## src/rtl/id_ex_pipe_ctrl_if.sv

```systemverilog
// ID/EX stage bus: decoded ID fields in, registered EX copies out, plus
// the hazard and trap side-band signals.
//
// Handshake: trap_req is a level held high from the cycle after an invalid
// instruction is accepted until the edge where trap_ack=1 is sampled; the
// trap is consumed on that edge and trap_req drops in the following cycle.
// load_use_stall is a same-cycle request for IF/ID to hold its contents.
interface id_ex_pipe_ctrl_if #(
  parameter int XLEN       = 32,
  parameter int REG_ADDR_W = 5
);
  logic                  id_valid;
  logic [XLEN-1:0]       id_pc;
  logic [REG_ADDR_W-1:0] id_rs1_addr;
  logic [REG_ADDR_W-1:0] id_rs2_addr;
  logic [REG_ADDR_W-1:0] id_rd_addr;
  logic [XLEN-1:0]       id_rs1_data;
  logic [XLEN-1:0]       id_rs2_data;
  logic [XLEN-1:0]       id_imm;
  logic [2:0]            id_func3;
  logic [6:0]            id_func7;
  logic                  id_alu_src;
  logic                  id_mem_write;
  logic [2:0]            id_mem_load_type;
  logic [1:0]            id_mem_store_type;
  logic                  id_mem_read;
  logic                  id_wb_reg_file;
  logic                  id_invalid_inst;
  logic                  flush;
  logic                  stall_ext;
  logic                  trap_ack;

  logic                  ex_valid;
  logic [XLEN-1:0]       ex_pc;
  logic [REG_ADDR_W-1:0] ex_rs1_addr;
  logic [REG_ADDR_W-1:0] ex_rs2_addr;
  logic [REG_ADDR_W-1:0] ex_rd_addr;
  logic [XLEN-1:0]       ex_rs1_data;
  logic [XLEN-1:0]       ex_rs2_data;
  logic [XLEN-1:0]       ex_imm;
  logic [2:0]            ex_func3;
  logic [6:0]            ex_func7;
  logic                  ex_alu_src;
  logic                  ex_mem_write;
  logic [2:0]            ex_mem_load_type;
  logic [1:0]            ex_mem_store_type;
  logic                  ex_mem_read;
  logic                  ex_wb_reg_file;
  logic                  load_use_stall;
  logic                  trap_req;
  logic [XLEN-1:0]       trap_pc;

  // Upstream / environment side
  modport master (
    output id_valid, id_pc, id_rs1_addr, id_rs2_addr, id_rd_addr, id_rs1_data,
           id_rs2_data, id_imm, id_func3, id_func7, id_alu_src, id_mem_write,
           id_mem_load_type, id_mem_store_type, id_mem_read, id_wb_reg_file,
           id_invalid_inst, flush, stall_ext, trap_ack,
    input  ex_valid, ex_pc, ex_rs1_addr, ex_rs2_addr, ex_rd_addr, ex_rs1_data,
           ex_rs2_data, ex_imm, ex_func3, ex_func7, ex_alu_src, ex_mem_write,
           ex_mem_load_type, ex_mem_store_type, ex_mem_read, ex_wb_reg_file,
           load_use_stall, trap_req, trap_pc
  );

  // Pipeline-register side
  modport slave (
    input  id_valid, id_pc, id_rs1_addr, id_rs2_addr, id_rd_addr, id_rs1_data,
           id_rs2_data, id_imm, id_func3, id_func7, id_alu_src, id_mem_write,
           id_mem_load_type, id_mem_store_type, id_mem_read, id_wb_reg_file,
           id_invalid_inst, flush, stall_ext, trap_ack,
    output ex_valid, ex_pc, ex_rs1_addr, ex_rs2_addr, ex_rd_addr, ex_rs1_data,
           ex_rs2_data, ex_imm, ex_func3, ex_func7, ex_alu_src, ex_mem_write,
           ex_mem_load_type, ex_mem_store_type, ex_mem_read, ex_wb_reg_file,
           load_use_stall, trap_req, trap_pc
  );
endinterface

```

## src/rtl/id_ex_pipe_ctrl.sv

```systemverilog
// ID/EX pipeline register with load-use bubble insertion, external stall,
// branch flush and a RUN/TRAP FSM that turns an invalid instruction into a
// held trap request.
module id_ex_pipe_ctrl (
  input  logic                clk,
  input  logic                rst_n,
  id_ex_pipe_ctrl_if.slave    bus,
  output logic                dbg_state   // 0 = RUN, 1 = TRAP
);

  typedef enum logic { ST_RUN = 1'b0, ST_TRAP = 1'b1 } state_e;
  typedef enum logic [1:0] { LD_LOAD, LD_HOLD, LD_BUBBLE } ld_e;

  state_e state_q, state_d;
  ld_e    ld_sel;
  logic   hazard;
  logic   take_trap;

  // Load in EX whose destination is read by the ID instruction; x0 never hazards.
  always_comb begin
    hazard = (state_q == ST_RUN) && bus.id_valid && bus.ex_valid && bus.ex_mem_read &&
             (bus.ex_rd_addr != '0) &&
             ((bus.ex_rd_addr == bus.id_rs1_addr) || (bus.ex_rd_addr == bus.id_rs2_addr)) &&
             !bus.stall_ext;
  end

  assign bus.load_use_stall = hazard;

  // An invalid instruction that would otherwise be loaded normally raises the trap.
  always_comb begin
    take_trap = (state_q == ST_RUN) && !bus.flush && !bus.stall_ext && !hazard &&
                bus.id_valid && bus.id_invalid_inst;
  end

  // Per-edge action on the ID/EX register: flush > stall > trap > hazard > load.
  always_comb begin
    ld_sel = LD_LOAD;
    if (bus.flush)                               ld_sel = LD_BUBBLE;
    else if (bus.stall_ext)                      ld_sel = LD_HOLD;
    else if (state_q == ST_TRAP)                 ld_sel = LD_BUBBLE;
    else if (hazard)                             ld_sel = LD_BUBBLE;
    else if (bus.id_valid && bus.id_invalid_inst) ld_sel = LD_BUBBLE;
  end

  // FSM state register.
  always_ff @(posedge clk or negedge rst_n) begin
    if (!rst_n) state_q <= ST_RUN;
    else        state_q <= state_d;
  end

  // FSM next state: flush cancels a trap ahead of trap_ack; ack works under stall.
  always_comb begin
    state_d = state_q;
    case (state_q)
      ST_RUN:  if (take_trap) state_d = ST_TRAP;
      ST_TRAP: if (bus.flush || bus.trap_ack) state_d = ST_RUN;
      default: state_d = ST_RUN;
    endcase
  end

  // FSM outputs: trap_req is a direct decode of the state flop.
  always_comb begin
    bus.trap_req = (state_q == ST_TRAP);
    dbg_state    = state_q;
  end

  // Capture the PC of the offending instruction when the trap is taken.
  always_ff @(posedge clk or negedge rst_n) begin
    if (!rst_n)         bus.trap_pc <= '0;
    else if (take_trap) bus.trap_pc <= bus.id_pc;
  end

  // ID/EX register: bubbles clear control only, data fields keep their value.
  always_ff @(posedge clk or negedge rst_n) begin
    if (!rst_n) begin
      bus.ex_valid          <= 1'b0;
      bus.ex_pc             <= '0;
      bus.ex_rs1_addr       <= '0;
      bus.ex_rs2_addr       <= '0;
      bus.ex_rd_addr        <= '0;
      bus.ex_rs1_data       <= '0;
      bus.ex_rs2_data       <= '0;
      bus.ex_imm            <= '0;
      bus.ex_func3          <= '0;
      bus.ex_func7          <= '0;
      bus.ex_alu_src        <= 1'b0;
      bus.ex_mem_write      <= 1'b0;
      bus.ex_mem_load_type  <= '0;
      bus.ex_mem_store_type <= '0;
      bus.ex_mem_read       <= 1'b0;
      bus.ex_wb_reg_file    <= 1'b0;
    end else begin
      case (ld_sel)
        LD_LOAD: begin
          bus.ex_valid          <= bus.id_valid;
          bus.ex_pc             <= bus.id_pc;
          bus.ex_rs1_addr       <= bus.id_rs1_addr;
          bus.ex_rs2_addr       <= bus.id_rs2_addr;
          bus.ex_rd_addr        <= bus.id_rd_addr;
          bus.ex_rs1_data       <= bus.id_rs1_data;
          bus.ex_rs2_data       <= bus.id_rs2_data;
          bus.ex_imm            <= bus.id_imm;
          bus.ex_func3          <= bus.id_func3;
          bus.ex_func7          <= bus.id_func7;
          bus.ex_alu_src        <= bus.id_valid ? bus.id_alu_src        : 1'b0;
          bus.ex_mem_write      <= bus.id_valid ? bus.id_mem_write      : 1'b0;
          bus.ex_mem_load_type  <= bus.id_valid ? bus.id_mem_load_type  : 3'b000;
          bus.ex_mem_store_type <= bus.id_valid ? bus.id_mem_store_type : 2'b00;
          bus.ex_mem_read       <= bus.id_valid ? bus.id_mem_read       : 1'b0;
          bus.ex_wb_reg_file    <= bus.id_valid ? bus.id_wb_reg_file    : 1'b0;
        end
        LD_BUBBLE: begin
          bus.ex_valid          <= 1'b0;
          bus.ex_alu_src        <= 1'b0;
          bus.ex_mem_write      <= 1'b0;
          bus.ex_mem_load_type  <= '0;
          bus.ex_mem_store_type <= '0;
          bus.ex_mem_read       <= 1'b0;
          bus.ex_wb_reg_file    <= 1'b0;
        end
        default: ;  // LD_HOLD: keep everything
      endcase
    end
  end

endmodule

```

## src/flat_wrapper.sv

```systemverilog
// flat-port wrapper written by rule: the top's interface ports become plain ports
module id_ex_pipe_ctrl_flat 
  (clk, rst_n, dbg_state, bus_id_valid, bus_id_pc, bus_id_rs1_addr, bus_id_rs2_addr, bus_id_rd_addr, bus_id_rs1_data, bus_id_rs2_data, bus_id_imm, bus_id_func3, bus_id_func7, bus_id_alu_src, bus_id_mem_write, bus_id_mem_load_type, bus_id_mem_store_type, bus_id_mem_read, bus_id_wb_reg_file, bus_id_invalid_inst, bus_flush, bus_stall_ext, bus_trap_ack, bus_ex_valid, bus_ex_pc, bus_ex_rs1_addr, bus_ex_rs2_addr, bus_ex_rd_addr, bus_ex_rs1_data, bus_ex_rs2_data, bus_ex_imm, bus_ex_func3, bus_ex_func7, bus_ex_alu_src, bus_ex_mem_write, bus_ex_mem_load_type, bus_ex_mem_store_type, bus_ex_mem_read, bus_ex_wb_reg_file, bus_load_use_stall, bus_trap_req, bus_trap_pc);
  id_ex_pipe_ctrl_if #(.XLEN(32), .REG_ADDR_W(5)) bus_i ();
  input  logic clk;
  input  logic rst_n;
  output logic dbg_state;
  input wire logic [$bits(bus_i.id_valid)-1:0] bus_id_valid;
  input wire logic [$bits(bus_i.id_pc)-1:0] bus_id_pc;
  input wire logic [$bits(bus_i.id_rs1_addr)-1:0] bus_id_rs1_addr;
  input wire logic [$bits(bus_i.id_rs2_addr)-1:0] bus_id_rs2_addr;
  input wire logic [$bits(bus_i.id_rd_addr)-1:0] bus_id_rd_addr;
  input wire logic [$bits(bus_i.id_rs1_data)-1:0] bus_id_rs1_data;
  input wire logic [$bits(bus_i.id_rs2_data)-1:0] bus_id_rs2_data;
  input wire logic [$bits(bus_i.id_imm)-1:0] bus_id_imm;
  input wire logic [$bits(bus_i.id_func3)-1:0] bus_id_func3;
  input wire logic [$bits(bus_i.id_func7)-1:0] bus_id_func7;
  input wire logic [$bits(bus_i.id_alu_src)-1:0] bus_id_alu_src;
  input wire logic [$bits(bus_i.id_mem_write)-1:0] bus_id_mem_write;
  input wire logic [$bits(bus_i.id_mem_load_type)-1:0] bus_id_mem_load_type;
  input wire logic [$bits(bus_i.id_mem_store_type)-1:0] bus_id_mem_store_type;
  input wire logic [$bits(bus_i.id_mem_read)-1:0] bus_id_mem_read;
  input wire logic [$bits(bus_i.id_wb_reg_file)-1:0] bus_id_wb_reg_file;
  input wire logic [$bits(bus_i.id_invalid_inst)-1:0] bus_id_invalid_inst;
  input wire logic [$bits(bus_i.flush)-1:0] bus_flush;
  input wire logic [$bits(bus_i.stall_ext)-1:0] bus_stall_ext;
  input wire logic [$bits(bus_i.trap_ack)-1:0] bus_trap_ack;
  output wire logic [$bits(bus_i.ex_valid)-1:0] bus_ex_valid;
  output wire logic [$bits(bus_i.ex_pc)-1:0] bus_ex_pc;
  output wire logic [$bits(bus_i.ex_rs1_addr)-1:0] bus_ex_rs1_addr;
  output wire logic [$bits(bus_i.ex_rs2_addr)-1:0] bus_ex_rs2_addr;
  output wire logic [$bits(bus_i.ex_rd_addr)-1:0] bus_ex_rd_addr;
  output wire logic [$bits(bus_i.ex_rs1_data)-1:0] bus_ex_rs1_data;
  output wire logic [$bits(bus_i.ex_rs2_data)-1:0] bus_ex_rs2_data;
  output wire logic [$bits(bus_i.ex_imm)-1:0] bus_ex_imm;
  output wire logic [$bits(bus_i.ex_func3)-1:0] bus_ex_func3;
  output wire logic [$bits(bus_i.ex_func7)-1:0] bus_ex_func7;
  output wire logic [$bits(bus_i.ex_alu_src)-1:0] bus_ex_alu_src;
  output wire logic [$bits(bus_i.ex_mem_write)-1:0] bus_ex_mem_write;
  output wire logic [$bits(bus_i.ex_mem_load_type)-1:0] bus_ex_mem_load_type;
  output wire logic [$bits(bus_i.ex_mem_store_type)-1:0] bus_ex_mem_store_type;
  output wire logic [$bits(bus_i.ex_mem_read)-1:0] bus_ex_mem_read;
  output wire logic [$bits(bus_i.ex_wb_reg_file)-1:0] bus_ex_wb_reg_file;
  output wire logic [$bits(bus_i.load_use_stall)-1:0] bus_load_use_stall;
  output wire logic [$bits(bus_i.trap_req)-1:0] bus_trap_req;
  output wire logic [$bits(bus_i.trap_pc)-1:0] bus_trap_pc;
  assign bus_i.id_valid = bus_id_valid;
  assign bus_i.id_pc = bus_id_pc;
  assign bus_i.id_rs1_addr = bus_id_rs1_addr;
  assign bus_i.id_rs2_addr = bus_id_rs2_addr;
  assign bus_i.id_rd_addr = bus_id_rd_addr;
  assign bus_i.id_rs1_data = bus_id_rs1_data;
  assign bus_i.id_rs2_data = bus_id_rs2_data;
  assign bus_i.id_imm = bus_id_imm;
  assign bus_i.id_func3 = bus_id_func3;
  assign bus_i.id_func7 = bus_id_func7;
  assign bus_i.id_alu_src = bus_id_alu_src;
  assign bus_i.id_mem_write = bus_id_mem_write;
  assign bus_i.id_mem_load_type = bus_id_mem_load_type;
  assign bus_i.id_mem_store_type = bus_id_mem_store_type;
  assign bus_i.id_mem_read = bus_id_mem_read;
  assign bus_i.id_wb_reg_file = bus_id_wb_reg_file;
  assign bus_i.id_invalid_inst = bus_id_invalid_inst;
  assign bus_i.flush = bus_flush;
  assign bus_i.stall_ext = bus_stall_ext;
  assign bus_i.trap_ack = bus_trap_ack;
  assign bus_ex_valid = bus_i.ex_valid;
  assign bus_ex_pc = bus_i.ex_pc;
  assign bus_ex_rs1_addr = bus_i.ex_rs1_addr;
  assign bus_ex_rs2_addr = bus_i.ex_rs2_addr;
  assign bus_ex_rd_addr = bus_i.ex_rd_addr;
  assign bus_ex_rs1_data = bus_i.ex_rs1_data;
  assign bus_ex_rs2_data = bus_i.ex_rs2_data;
  assign bus_ex_imm = bus_i.ex_imm;
  assign bus_ex_func3 = bus_i.ex_func3;
  assign bus_ex_func7 = bus_i.ex_func7;
  assign bus_ex_alu_src = bus_i.ex_alu_src;
  assign bus_ex_mem_write = bus_i.ex_mem_write;
  assign bus_ex_mem_load_type = bus_i.ex_mem_load_type;
  assign bus_ex_mem_store_type = bus_i.ex_mem_store_type;
  assign bus_ex_mem_read = bus_i.ex_mem_read;
  assign bus_ex_wb_reg_file = bus_i.ex_wb_reg_file;
  assign bus_load_use_stall = bus_i.load_use_stall;
  assign bus_trap_req = bus_i.trap_req;
  assign bus_trap_pc = bus_i.trap_pc;
  id_ex_pipe_ctrl u_core (.clk(clk), .rst_n(rst_n), .bus(bus_i), .dbg_state(dbg_state));
endmodule
```

## config.mk

```make
export PLATFORM = sky130hd
export DESIGN_NAME = id_ex_pipe_ctrl_flat
export DESIGN_NICKNAME = d
export VERILOG_FILES = /design/src/rtl/id_ex_pipe_ctrl_if.sv /design/src/rtl/id_ex_pipe_ctrl.sv /design/src/flat_wrapper.sv
export SDC_FILE = /design/constraint.sdc
export NUM_CORES = 1
export LEC_CHECK = 0
export CAP_MARGIN = 5
export CORE_AREA = 5 5 138 140
export CTS_BUF_LIST = sky130_fd_sc_hd__clkbuf_16
export CTS_CLUSTER_DIAMETER = 200
export CTS_CLUSTER_SIZE = 14
export DETAILED_ROUTE_END_ITERATION = 12
export DIE_AREA = 0 0 143 145
export DONT_BUFFER_PORTS = 1
export SYNTH_ARGS = -nofsm -noshare
export SYNTH_HDL_FRONTEND = slang
export SYNTH_SLANG_ARGS = --single-unit
export TNS_END_PERCENT = 100
```

## constraint.sdc

```tcl
create_clock -name clk -period 1.86 [get_ports clk]
set_input_delay 0.279 -clock clk [delete_from_list [all_inputs] [get_ports clk]]
set_output_delay 0.279 -clock clk [all_outputs]
set_load 0.02 [all_outputs]
```

==> qor.yml, run 1 <==
status:
  status: "did not finish"
  stop_stage: "4_1_cts"
  error_line: "[ERROR RSZ-0060] Max buffer count reached."
clocking:
  clock_sinks: 196
  post_cts_resize_count: 9
  clk_path_buf_depth: 2
  cts_root_buffer: "clkbuf_16"
  h-tree-depth: 4
  cts_buffers: 17
  post_cts_buffers: 5
  ctsHoldBuffers: 144
placed_design:
  hpwl_um: 13400
  gp_congestion: 0.803
  numPortBuffers: 0
  place_ws_ns: -0.268
  placed_cells: 681
  placed_area_um2: 8150
yosys:
  synth.area.top_cells: "dfrtp_1, mux2_2, mux2_4"
  syn-num-nets: 612
  synth_cell_type_count: 24
  yosys_warnings: 0
  yosysSeqAreaShare_pct: 63.4
  synthCells: 443
  ys_ff_latch: 196
  ys.flop_type: "dfrtp_1"
  synth-async-reset-ratio_pct: 100
  synth_top_area_share_pct: 63.4
  synth_largest_area_cell: "dfrtp_1"
  synth_enable_flop_cells: 0
  synth.avg_cell_area_um2: 17.5
  syn_area_um2: 7730
die:
  initial_utilization_pct: 43.6
  die-width_um: 143
  rows: 49
  die_h_um: 145
  io_pins: 367
-- cells by family after synthesis --
kind of cell	synth area share (%)
DFF	63.4
muxes	30.1
buffers and inverters	2.43
AOI/OAI and AO/OA	2.10
and+or+nand+nor	0.842
xor gates and xnor gates	1.13
-- cells in the mapped netlist (2+ instances only) --
cell,n
dfrtp_1,196
mux2_2,115
mux2_4,64
buf_2,12
xor2_1,10
a22o_1,9
buf_8,6
mux2_1,6
nor2_1,4
nor3_1,4
nand2_1,3
buf_6,2
-- metrics by stage --
| stage | hold WS [ns] | utilization [%] |
|---|---|---|
| floorplan | -0.0166 | - |
| global placement | -0.0122 | 46.0 |
| detailed placement | -0.0135 | 46.0 |
==> run 2: changes to the inputs <==
CORE_AREA = unset   (was 5 5 138 140)
CORE_MARGIN = 5   (was unset)
CORE_UTILIZATION = 40   (was unset)
CTS_BUF_LIST = unset   (was sky130_fd_sc_hd__clkbuf_16)
CTS_CLUSTER_DIAMETER = unset   (was 200)
CTS_CLUSTER_SIZE = unset   (was 14)
DIE_AREA = unset   (was 0 0 143 145)
PLACE_DENSITY_LB_ADDON = 0.15   (was unset)
clock period = 2.4 ns   (was 1.86 ns; I/O delays follow)
==> qor.yml, run 2 <==
status:
  status: "finished, violations left"
  violations: "hold timing"
yosys:
  ys.flop_type: "dfrtp_1"
  synth_top_area_share_pct: 63.4  # unchanged
  synth-async-reset-ratio_pct: 100  # unchanged
  synth_enable_flop_cells: 0  # unchanged
  synth_largest_area_cell: "dfrtp_1"
  yosysSeqAreaShare_pct: 63.4  # unchanged
  syn-num-nets: 612  # unchanged
  yosys_warnings: 0  # unchanged
  ys_top_cells_by_count: "dfrtp_1, mux2_2, mux2_4"
  synth.area.top_cells: "dfrtp_1, mux2_2, mux2_4"
  synth_cell_type_count: 24  # unchanged
  yosysMostFrequentCell: "dfrtp_1"
  synthCells: 443  # unchanged
  synth.avg_cell_area_um2: 17.5  # unchanged
  syn_area_um2: 7730  # unchanged
  ys_ff_latch: 196  # unchanged
setup_path:
  required_ns: 2.71
  cp_slowest_stage_delay_ns: 0.44
  crit_chain: "xor2_1 -> nor3_1 -> a22oi_2 -> o211ai_4 -> buf_12 -> mux2_2"
  cp-end-kind: "register"
  cpMaxStageDelayCell: "dfrtp_1"
  arrival_ns: 2.59
  cp-start-kind: "register"
  critPathKind: "register to register"
  critical_path.max_fanout: 70
clocking:
  cts_buffers: 17  # unchanged
  clk_path_buf_depth: 2  # unchanged
  cts_tree: "built"
  clk_pin_slew_worst_paths_ns: 0.07
  clock_sinks: 196  # unchanged
  h-tree-depth: 4  # unchanged
  cts_root_buffer: "clkbuf_16"
  clk_latency_ns: 0.42
placed_design:
  numPortBuffers: 0  # unchanged
  placed_area_um2: 8090  # -0.65%
  hpwl_um: 13700  # +2.3%
  gp_congestion: 0.757  # -5.7%
global_route:
  grt.overflow.total: 0
  grt_max_degree: 197
  grt_pass1_wl_um: 27700
  first_global_vias: 4340
  antenna_found_initial: 0
  grt_usage_pct: 16.4
detailed_routing:
  drtIter0Drc: 159
  drc: 0
  first_pass_iters: 4
  routed_wl_um: 18500
  via_per_inst: 5.17
  num_vias: 3792
  wire_per_inst_um: 25.2
  ant_nets: 0
final_layout:
  final_common_cell: "dfrtp_1"
  drive_above_1_share_pct: 49.9
  diodes: 0
  fin_nets: 629
  final_cell_mix: "dfrtp_1, mux2_2, mux2_4"
  area_delta_synth_final_pct: 12.5
  final_area_um2: 8700
timing:
  tightest_slew_ns: 0.647
  finalCriticalPeriod_ns: 2.29
  finalSetupViolations: 0
  rsz0062_at_grt: "false"
  relSlewSlack_pct: 56.8
  skew_ns: 0.00658
  final_hold_viol_count: 196
  tns_ns: 0
  drv_slew: 0
  hold_ws_ns: -0.378
  fin_crit_sh_pct: 95.2
  max_freq_mhz: 438
power_and_ir_drop:
  power_density_nw_per_um2: 1030
  peakVddDrop_mv: 0.413
  p_leak_nw: 3.99
die:
  rows: 50  # +2.0%
  die-width_um: 149  # +4.2%
  die_h_um: 149  # +2.8%
  dieArea_um2: 22200
  coreArea_um2: 18900
  initial_utilization_pct: 40.9  # -2.7 points
  io_pins: 367  # unchanged
hold_path:
  hold_class: "input port to asynchronous set/reset pin"
flow_run:
  drv_cap: 0
==> run 2: cell counts after synthesis <==
Identical to the previous run, type by type.
==> run 2: cells by family after synthesis <==
logic type | after synthesis | synth area share [%]
XOR/XNOR | 10 | 1.13
AND/OR/NAND/NOR | 14 | 0.842
flip-flops | 196 | 63.4
multiplexers | 185 | 30.1
buffers and inverters | 23 | 2.43
AO/OA/AOI/OAI | 15 | 2.10
==> run 2: repair_timing <==
action	4_1_cts	5_1_grt
buffers inserted	0	1
endpoints found under the setup margin	0	2
endpoints found under the hold margin	196	196
resized for setup	0	1
==> run 2: layer usage <==
metal	vias up	track usage, %	part of all wire [%]
li1	1600	-	-
met1	1961	16.7	32
met2	212	28.6	53
met3	19	8.87	13
met4	0	5.35	1.4
met5	-	0	0
==> run 2: worst max-delay path, delay by kind of cell, from the launching register on <==
kind / cells / cell delay (ns)
xor+xnor: 1 / 0.18
mux: 1 / 0.39
simple gates: 1 / 0.26
buf+inv: 1 / 0.36
flops: 1 / 0.44
compound gates: 2 / 0.48
==> run 2: where the power goes <==
part / internal, mW / switching [mW] / leakage [nW]
combinational: 0.680 / 0.301 / 1.37
clock: 1.42 / 1.30 / 0.284
sequential: 3.92 / 1.31 / 2.34
total: 6.02 / 2.91 / 3.99
==> run 2: area by class of cell <==
type | instances | area, um^2
fillers | 1654 | 10200
flip-flops and latches | 196 | 4900
multi-input cells | 224 | 2650
clock buffers | 19 | 453
well taps | 260 | 325
repair buffers | 20 | 243
clock inverters | 13 | 114
inverters | 1 | 3.75
==> run 2: worst paths after layout <==
| kind | depth (start not counted) | slack, ns | to | startpoint |
|---|---|---|---|---|
| setup / recovery | 6 | 0.11 | u_core.bus.ex_pc[12]$_DFFE_PN0N_ | u_core.bus.ex_rd_addr[2]$_DFFE_PN0N_ |
| hold / removal | 0 | -0.38 | u_core.bus.trap_pc[15]$_DFFE_PN0P_ | rst_n |
| setup reg to reg | 6 | 0.11 | u_core.bus.ex_pc[12]$_DFFE_PN0N_ | u_core.bus.ex_rd_addr[2]$_DFFE_PN0N_ |
| hold reg to reg | 1 | 0.63 | u_core.bus.ex_rd_addr[0]$_DFFE_PN0N_ | u_core.bus.ex_rd_addr[0]$_DFFE_PN0N_ |
| max in group asynchronous | 0 | 2.53 | u_core.bus.ex_rs1_data[16]$_DFFE_PN0N_ | rst_n |
| min in group clk | 1 | 0.06 | u_core.bus.ex_rs2_data[0]$_DFFE_PN0N_ | bus_id_rs2_data[0] |
==> run 2: through the flow <==
step	total power [mW]	setup WS (ns)	std cells	util, %
finish	8.93	0.114	733	46.0
global route	9.33	0.0233	733	46.0
CTS	9.06	0.0353	731	45.8
detailed placement	6.30	0.110	699	42.8
global placement	6.25	0.162	699	42.8
floorplan	5.93	0.244	443	-
No activity file was read; power rests on OpenSTA's default activity.
